[config.mk]
export PLATFORM = sky130hd
export DESIGN_NAME = freq_meter
export DESIGN_NICKNAME = d
export VERILOG_FILES = /design/src/rtl/freq_meter.sv
export SDC_FILE = /design/constraint.sdc
export NUM_CORES = 1
export LEC_CHECK = 0
export ABC_AREA = 0
export CORE_ASPECT_RATIO = 1.5
export CORE_MARGIN = 2
export CORE_UTILIZATION = 38
export CTS_CLUSTER_SIZE = 8
export DETAILED_ROUTE_END_ITERATION = 7
export DONT_BUFFER_PORTS = 1
export GPL_ROUTABILITY_DRIVEN = 0
export PLACE_DENSITY_LB_ADDON = 0.12
export SYNTH_ARGS = -nofsm -noshare
export SYNTH_HDL_FRONTEND = slang
export SYNTH_SLANG_ARGS = --single-unit
[constraint.sdc]
create_clock -name clk -period 2.95 [get_ports clk]
set_input_delay 0.295 -clock clk [delete_from_list [all_inputs] [get_ports clk]]
set_output_delay 0.295 -clock clk [all_outputs]
set_load 0.02 [all_outputs]
[src/rtl/freq_meter.sv]
// freq_meter: frequency counter for bench/loopback checks of clock dividers.
// It counts rising edges of an asynchronous square wave over a gate window
// timed from clk and reports the count (Hz-per-gate units).
//
// Ports:
//   clk          system clock (60 MHz nominal)
//   rst_n        asynchronous active-low reset
//   sig_in       signal under test, asynchronous to clk
//   start        single-cycle pulse, arms one measurement from IDLE
//   cont         1 = re-arm automatically after each result
//   gate_sel     gate window select (GATE0..GATE3 clk cycles)
//   byte_sel     selects one byte of result onto result_byte
//   result       last completed edge count
//   result_byte  combinational byte mux of result
//   valid        one-cycle pulse, coincident with the updated result
//   busy         high while arming or gating
//   overflow     last result saturated
//   no_signal    last result was zero
module freq_meter #(
  parameter int CNT_W = 26,
  parameter int GATE0 = 60000000,
  parameter int GATE1 = 6000000,
  parameter int GATE2 = 600000,
  parameter int GATE3 = 60000
) (
  input  logic             clk,
  input  logic             rst_n,
  input  logic             sig_in,
  input  logic             start,
  input  logic             cont,
  input  logic [1:0]       gate_sel,
  input  logic [1:0]       byte_sel,
  output logic [CNT_W-1:0] result,
  output logic [7:0]       result_byte,
  output logic             valid,
  output logic             busy,
  output logic             overflow,
  output logic             no_signal
);

  // Timer width covers the longest gate, whichever parameter that is.
  localparam int GATE_MAX_01 = (GATE0 > GATE1) ? GATE0 : GATE1;
  localparam int GATE_MAX_23 = (GATE2 > GATE3) ? GATE2 : GATE3;
  localparam int GATE_MAX    = (GATE_MAX_01 > GATE_MAX_23) ? GATE_MAX_01 : GATE_MAX_23;
  localparam int TW          = (GATE_MAX > 1) ? $clog2(GATE_MAX) : 1;

  typedef enum logic [1:0] {IDLE, ARM, GATE, LATCH} state_t;

  state_t           state_reg, state_next;
  logic             sync_meta_reg, sync_reg, prev_reg;
  logic             edge_pulse;
  logic [TW-1:0]    gate_len_reg, gate_len_next;
  logic [TW-1:0]    timer_reg;
  logic [CNT_W-1:0] count_reg;
  logic             sat_reg;
  logic             gate_last;
  logic [31:0]      result_ext;

  // Two-flop synchronizer followed by one delay flop for rising-edge detect.
  always_ff @(posedge clk or negedge rst_n) begin
    if (!rst_n) begin
      sync_meta_reg <= 1'b0;
      sync_reg      <= 1'b0;
      prev_reg      <= 1'b0;
    end else begin
      sync_meta_reg <= sig_in;
      sync_reg      <= sync_meta_reg;
      prev_reg      <= sync_reg;
    end
  end

  assign edge_pulse = sync_reg & ~prev_reg;

  // Stored as GATEn-1 so the timer compares against its final value directly.
  always_comb begin
    gate_len_next = TW'(GATE0 - 1);
    case (gate_sel)
      2'd0: gate_len_next = TW'(GATE0 - 1);
      2'd1: gate_len_next = TW'(GATE1 - 1);
      2'd2: gate_len_next = TW'(GATE2 - 1);
      2'd3: gate_len_next = TW'(GATE3 - 1);
      default: gate_len_next = TW'(GATE0 - 1);
    endcase
  end

  assign gate_last = (timer_reg == gate_len_reg);

  // State register.
  always_ff @(posedge clk or negedge rst_n) begin
    if (!rst_n) state_reg <= IDLE;
    else        state_reg <= state_next;
  end

  // Next-state logic; start/cont only matter in IDLE and at LATCH.
  always_comb begin
    state_next = state_reg;
    busy       = 1'b0;
    case (state_reg)
      IDLE:  if (start || cont) state_next = ARM;
      ARM: begin
        busy       = 1'b1;
        state_next = GATE;
      end
      GATE: begin
        busy = 1'b1;
        if (gate_last) state_next = LATCH;
      end
      LATCH: state_next = cont ? ARM : IDLE;
      default: state_next = IDLE;
    endcase
  end

  // Gate timer, edge counter and result registers. valid is registered so
  // that it rises in the same cycle the new result becomes visible.
  always_ff @(posedge clk or negedge rst_n) begin
    if (!rst_n) begin
      gate_len_reg <= '0;
      timer_reg    <= '0;
      count_reg    <= '0;
      sat_reg      <= 1'b0;
      result       <= '0;
      overflow     <= 1'b0;
      no_signal    <= 1'b0;
      valid        <= 1'b0;
    end else begin
      valid <= 1'b0;
      case (state_reg)
        ARM: begin
          gate_len_reg <= gate_len_next;
          timer_reg    <= '0;
          count_reg    <= '0;
          sat_reg      <= 1'b0;
        end
        GATE: begin
          timer_reg <= timer_reg + TW'(1);
          if (edge_pulse) begin
            // Saturate instead of wrapping; an edge at all-ones flags it.
            if (&count_reg) sat_reg   <= 1'b1;
            else            count_reg <= count_reg + CNT_W'(1);
          end
        end
        LATCH: begin
          result    <= count_reg;
          overflow  <= sat_reg;
          no_signal <= (count_reg == '0);
          valid     <= 1'b1;
        end
        default: ;
      endcase
    end
  end

  // Byte mux over a zero-extended copy; byte 3 carries the top bits.
  assign result_ext = 32'(result);

  always_comb begin
    result_byte = result_ext[7:0];
    case (byte_sel)
      2'd0: result_byte = result_ext[7:0];
      2'd1: result_byte = result_ext[15:8];
      2'd2: result_byte = result_ext[23:16];
      2'd3: result_byte = result_ext[31:24];
      default: result_byte = result_ext[7:0];
    endcase
  end

endmodule
* Word-level counts from Yosys, hierarchy flattened
Cells that the tools add are included.
** Operators by class
- Reduce and logical (&&, ||, !) cells :: 11
- Add/subtract/negate cells :: 2
- Multiplexer cells :: 15
- Bitwise logic cells :: 2
- Equal/unequal tests :: 15
** Operator list (count)
- $pmux 26 s2 :: 2
- $pmux 26 s4 :: 1
- $add 26x1->26 const B :: 2
- $mux 26 :: 2
- $pmux 8 s4 :: 1
- $eq 26x26->1 :: 1
- $logic_not 26->1 :: 1
- $reduce_and 26->1 :: 1
- $eq 2x2->1 const B :: 6
- $ne 2x2->1 const B :: 5
- $pmux 2 s4 :: 1
- $eq 2x1->1 const B :: 3
- $logic_not 2->1 :: 3
- $reduce_and 3->1 :: 2
- $mux 1 :: 5
- $mux 2 :: 2
- $pmux 1 s2 :: 1
- $reduce_and 2->1 :: 1
- $reduce_bool 2->1 :: 1
- $reduce_or 2->1 :: 1
- $and 1x1->1 :: 1
- $logic_or 1x1->1 :: 1
- $not 1->1 :: 1
** Word-level totals
- Output and inout port bits :: 38
- Input port bits :: 9
- Bits in registers :: 113
- Word-level logic and storage cells :: 57

* Depth between registers and ports, before layout
Gate-level depths: netlist of run 1.
- Depth after elaboration :: 4
- Depth in mapped cells :: 9
- Depth with buffers taken out :: 7

* Least setup slack after synthesis of run 1
Ideal clock, no wire load.
- Path kind :: flip-flop to flip-flop
- Start :: reg state_reg[1]
- End :: reg count_reg[10]
- Required time :: 2.855 ns
- Setup time :: 0.095 ns
- Slack :: 0.778 ns
- Stages on the path, launching flop included :: 8
- Data arrival time :: 2.077 ns
- Cell sequence :: dfrtp_1 -> inv_1 -> ha_1 -> nand3b_1 -> a31o_2 -> or2_2 -> clkbuf_1 -> o31ai_1
** Between the ends
- Longest elaborated chain between the ends :: 3
** Ends and longest elaborated chain
- start: declaration :: RTL line 49 : state_t state_reg, state_next;
- start signal: assignment :: RTL line 91 : else state_reg <= state_next;
- $eq 2x2->1 or $eq 2x1->1 (tied branches) :: RTL line 127 : case (state_reg)
- $ne 2x2->1 (no source line) or $reduce_bool 2->1 (tied branches)
- $reduce_and 3->1 (no source line)
- end signal: assignment :: RTL line 139 : else count_reg <= count_reg + CNT_W'(1);
- end: declaration :: RTL line 54 : logic [CNT_W-1:0] count_reg;
Parallel ways exist; a longest one is shown, timed or not.
A chain may end at the register's enable or synchronous reset.

* Worst setup path in the final report of run 1
- Start :: reg state_reg[1]
- End :: reg count_reg[12]
The elaborated chain is that of the path after synthesis.

==> impl_metrics.py, run 1 <==
metrics = {
    "floorplanning": {
        "rows": 53,
        "io_pins": 47,
        "die_w_um": 101,
        "dieHeight_um": 149,
        "start_util_pct": 38.5,
        "die-area_sq_um": 15000,
        "core-area_sq_um": 13900,
    },
    "synthesis": {
        "syn-instance-count": 538,
        "synth-seq-area-share_pct": 46.4,
        "synth.distinct_cells": 56,
        "synth_edf_count": 0,
        "ys.flop_type": "dfrtp_1",
        "synth_nets": 562,
        "synthArstFlopShare_pct": 100,
        "netlist_area_sq_um": 5340,
        "yosysWarningCount": 0,
        "syn-mean-instance-area_sq_um": 9.92,
        "ys_seq_elements": 99,
    },
    "global_routing": {
        "grt-ovfl-total": 0,
        "grt_pass1_wl_mm": 23.2,
        "grt_pass1_vias": 4355,
        "antenna_found_initial": 0,
        "grt_max_degree": 100,
        "grt.total_usage_pct": 20.0,
    },
    "cts": {
        "clk_pin_slew_ns": 0.07,
        "cts_resized": 0,
        "clock-sinks": 99,
        "cts-root-buf": "clkbuf_16",
        "htreeDepth": 3,
        "cts_made_buffers": 9,
        "cts_buffer_depth": 2,
        "clock_latency_ns": 0.35,
        "cts_tree": "yes",
    },
    "route": {
        "drt_iter0_markers": 162,
        "routed_via_density": 5.76,
        "wirelength_mm": 14.3,
        "drt-pass1-iter-count": 4,
        "ant_nets": 0,
        "drcViolationCount": 0,
        "vias": 4051,
        "routedWlPerCell_um": 20.3,
    },
    "place": {
        "dp_cells": 684,
        "place_area_sq_um": 5510,
        "port_buffers": 0,
        "dp_hpwl_mm": 10.2,
    },
    "cells_and_area": {
        "diodes": 0,
        "fin_area_sq_um": 5840,
        "layout.nets": 557,
        "layout-drive-gt1-share_pct": 14.1,
        "final_common_cell": "dfrtp_1",
        "area_delta_synth_final_pct": 9.45,
        "final_cells": 703,
        "final_cell_mix": "dfrtp_1 (99), nor2_1 (49), nand2_1 (44)",
    },
    "run": {
        "maxCapViolations": 0,
    },
    "pwr": {
        "p_per_area_nw_per_um2": 710,
        "ir_worst_vdd_uv": 371,
        "p_leak_nw": 2.48,
    },
    "worst_hold_path": {
        "hold_class": "in2reg",
        "hp-start": "gate_sel[1]",
        "whs_path_depth": 2,
    },
    "sta": {
        "slew_viol_final": 0,
        "min_period_ns": 2.58,
        "hold_viol_final": 0,
        "tns_ns": 0,
        "slew_headroom_pct": 13.1,
        "rsz0062_at_grt": "false",
        "worst_pin_slew_ns": 1.30,
        "fmax_mhz": 388,
        "setup-violations-final": 0,
        "fin_worst_skew_ns": 0.00874,
        "finalCritPeriodShare_pct": 87.3,
    },
    "outcome": {
        "outcome": "finished, final reports clean",
    },
    "critical_path": {
        "critPathLaunchType": "flop",
        "rr_worst_depth": 7,
        "crit_fanout": 16,
        "critical_path_class": "reg2reg",
        "crit_start": "state_reg[1]$_DFFE_PN0P_",
        "cp.required_ns": 3.18,
        "end_kind": "flop",
        "reg2reg_from": "state_reg[1]$_DFFE_PN0P_",
        "cp.arrival_ns": 2.81,
    },
}
worst paths after layout:
path,slack [ns],endpoint
worst max-delay path,0.37,count_reg[12]$_DFFE_PN0P_
worst min-delay path,0.17,gate_len_reg[16]$_DFFE_PN0N_
worst max register to register,0.37,count_reg[12]$_DFFE_PN0P_
worst min register to register,0.35,sync_reg$_DFF_PN0_
max in group asynchronous,2.02,count_reg[25]$_DFFE_PN0P_
min in group asynchronous,0.54,result[22]$_DFFE_PN0N_
power breakdown:
group          internal, mW  switching (mW)
clock network         0.605           0.539
registers              1.48           0.158
logic                 0.497           0.865
area by class of cell:
type / count / area [sq um]
Clock buffer: 10 / 239
Multi-Input combinational cell: 387 / 2650
Sequential cell: 99 / 2480
Tap cell: 165 / 206
Timing Repair Buffer: 16 / 145
Inverter: 20 / 75.1
Fill cell: 1371 / 8020
Clock inverter: 6 / 48.8
logic make-up after synthesis:
kind of cell	synth area share [%]
AO/OA/AOI/OAI	12.2
buffers and inverters	4.06
AND/OR/NAND/NOR	19.0
multiplexers	9.66
adder cells (fa/ha/maj)	3.52
flip-flops	46.4
XOR/XNOR	5.09
critical path, stage by stage, from the launching register on:
cell	delay (ns)
dfrtp_1	0.45
inv_1	0.12
ha_1	0.40
inv_1	0.14
nor2_1	0.06
nor2_1	0.98
o31ai_1	0.18
o41ai_1	0.12
per-layer routing:
layer	wire length [um]	part of all wire (%)	track usage, %	up-vias
met5	0	0	0	-
met4	382	2.7	7.88	0
met3	606	4.3	3.33	22
met2	7780	55	37.6	109
met1	5490	38	22.0	1989
li1	-	-	-	1931
synth_stat cells (11+ instances only):
library cell	n	share of area (%)
xnor2_1	27	4.4
clkbuf_1	22	1.5
nand2_1	44	3.1
nand3_1	27	2.5
o31ai_1	30	4.2
mux2i_1	11	2.1
mux2_2	32	6.8
a21oi_1	14	1.3
inv_1	19	1.3
ha_1	15	3.5
nor3_1	18	1.7
o21ai_0	19	1.8
nor4_1	15	1.8
nor2_1	49	3.4
nand4_1	14	1.6
dfrtp_1	99	46
metrics by stage:
stage	power [mW]	worst slack [ns]	hold WS (ns)	util, %
after detailed placement	3.02	0.410	0.00232	39.7
final	4.15	0.373	0.174	42.2
after CTS	4.21	0.417	0.168	42.2
after global placement	3.00	0.570	0.00222	39.7
after global routing	4.42	0.0824	0.176	42.2
after floorplan	2.59	0.778	-0.000591	-
what timing repair did:
| item | CTS | global route |
|---|---|---|
| setup buffers | 0 | 0 |
| hold buffers | 3 | 0 |
| hold endpoints to repair | 100 | 0 |
No activity file was read; power rests on OpenSTA's default activity.
==> run 2, diff against run 1 <==
GPL_TIMING_DRIVEN = 1   (was default)
clock period = 2.5 ns   (was 2.95 ns; I/O delays follow)
==> impl_metrics.py, run 2 (same netlist as run 1, synthesis figures left out) <==
metrics = {
    "critical_path": {
        "cp.required_ns": 2.72,
        "critPathLaunchType": "flop",
        "rr_worst_depth": 6,
        "r2r_end": "count_reg[12]$_DFFE_PN0P_",
        "end_kind": "flop",
        "cp.arrival_ns": 2.55,
        "crit_fanout": 11,
        "reg2reg_from": "count_reg[13]$_DFFE_PN0P_",
        "critical_path_class": "reg2reg",
        "rrSetupSlack_ns": 0.17,
        "crit_start": "count_reg[13]$_DFFE_PN0P_",
    },
    "outcome": {
        "violations": "negative hold slack",
        "outcome": "finished with violations",
    },
    "route": {
        "wirelength_mm": 14.5,
        "routedWlPerCell_um": 20.1,
        "drcViolationCount": 0,
        "ant_nets": 0,
        "drt-pass1-iter-count": 4,
        "vias": 4123,
        "routed_via_density": 5.73,
        "drt_iter0_markers": 155,
    },
    "sta": {
        "slew_viol_final": 0,
        "tns_ns": 0,
        "hold_viol_final": 99,
        "rsz0062_at_grt": "false",
        "finalCritPeriodShare_pct": 93.1,
        "setup-violations-final": 0,
        "hold_ws_ns": -0.411,
        "fmax_mhz": 429,
        "fin_worst_skew_ns": 0.00898,
        "min_period_ns": 2.33,
        "worst_pin_slew_ns": 0.825,
        "slew_headroom_pct": 45.0,
    },
    "pwr": {
        "ir_worst_vdd_uv": 389,
        "p_per_area_nw_per_um2": 837,
        "p_leak_nw": 2.58,
        "total_power_mw": 5.02,
    },
    "floorplanning": {
        "rows": 53,
        "die_w_um": 101,
        "io_pins": 47,
        "die-area_sq_um": 15000,
        "core-area_sq_um": 13900,
        "dieHeight_um": 149,
        "start_util_pct": 38.5,
    },
    "place": {
        "port_buffers": 0,
        "dp_hpwl_mm": 10.6,
        "dp_cells": 704,
    },
    "cts": {
        "cts_made_buffers": 9,
        "cts-root-buf": "clkbuf_16",
        "clk_pin_slew_ns": 0.07,
        "cts_tree": "yes",
        "htreeDepth": 3,
        "clock_latency_ns": 0.35,
        "clock-sinks": 99,
        "ctsHoldBuffers": 1,
        "cts_buffer_depth": 2,
    },
    "cells_and_area": {
        "multi_input_area_sq_um": 2670,
        "diodes": 0,
        "layout.nets": 575,
        "final_cells": 720,
        "regArea_sq_um": 2480,
        "layout-drive-gt1-share_pct": 17.1,
        "final_common_cell": "dfrtp_1",
        "fin_util_pct": 43.3,
        "fill_cells": 1355,
        "final_cell_mix": "dfrtp_1 (99), nor2_1 (48), nand2_1 (44)",
        "area_delta_synth_final_pct": 12.4,
    },
    "global_routing": {
        "grt_pass1_wl_mm": 22.9,
        "grt.total_usage_pct": 20.1,
        "grt-ovfl-total": 0,
        "grt_pass1_vias": 4278,
        "antenna_found_initial": 0,
        "grt_max_degree": 100,
    },
    "worst_hold_path": {
        "hold_class": "in2async",
    },
    "run": {
        "maxCapViolations": 0,
    },
}
-- run 2: cell types whose count changed in the layout (fill, tap and decap cells not counted), moves of 2 or more --
cell	before	now
bufinv_16	0	2
clkinvlp_4	0	2
buf_4	13	33
inv_6	2	0
clkinv_4	3	0
-- run 2: power by group --
group          internal [mW]  switching (mW)
logic                  0.592            1.02
registers               1.75           0.166
clock network          0.899           0.593
-- run 2: final cells by class --
| type | instances | share of cell area, % |
|---|---|---|
| inverter | 20 | 1.25 |
| sequential | 99 | 41.3 |
| multi-input combinational | 387 | 44.4 |
| timing repair buffer | 34 | 4.30 |
| tap | 165 | 3.44 |
| clock buffer | 11 | 4.05 |
| clock inverter | 4 | 1.25 |
-- run 2: worst max-delay path, stage by stage (launching register included) --
cell	delay [ns]
dfrtp_1	0.43
nand4_1	0.29
or4_4	0.66
nor3_4	0.36
buf_4	0.26
o31ai_1	0.10
o41ai_1	0.10
-- run 2: repair_timing --
item,CTS,global route
setup buffers,0,0
endpoints found under the setup margin,0,19
endpoints found under the hold margin,100,99
gates resized for setup,0,3
-- run 2: how the worst max path moves through the flow --
stage                     slack [ns]  cells after the start                        end
after floorplan                 0.33                      7  count_reg[10]$_DFFE_PN0P_
after global placement          0.11                      7  count_reg[10]$_DFFE_PN0P_
after detailed placement        0.07                      7  count_reg[12]$_DFFE_PN0P_
after CTS                       0.06                      7  count_reg[12]$_DFFE_PN0P_
after global routing            0.02                      8  timer_reg[18]$_DFFE_PN0P_
final                           0.17                      6  count_reg[12]$_DFFE_PN0P_
-- run 2: routing by layer --
metal	GRT usage, %	wire length, um	up-vias
li1	-	-	1968
met1	21.7	5600	2047
met2	37.4	7990	83
met3	3.84	434	25
met4	8.63	488	0
met5	0	0	-
-- run 2: metrics by stage --
| step | area, sq um | setup slack (ns) |
|---|---|---|
| after floorplan | 5340 | 0.328 |
| after global placement | 5660 | 0.110 |
| after detailed placement | 5660 | 0.0749 |
| after CTS | 5980 | 0.0643 |
| after global routing | 6000 | 0.0160 |
| final | 6000 | 0.172 |
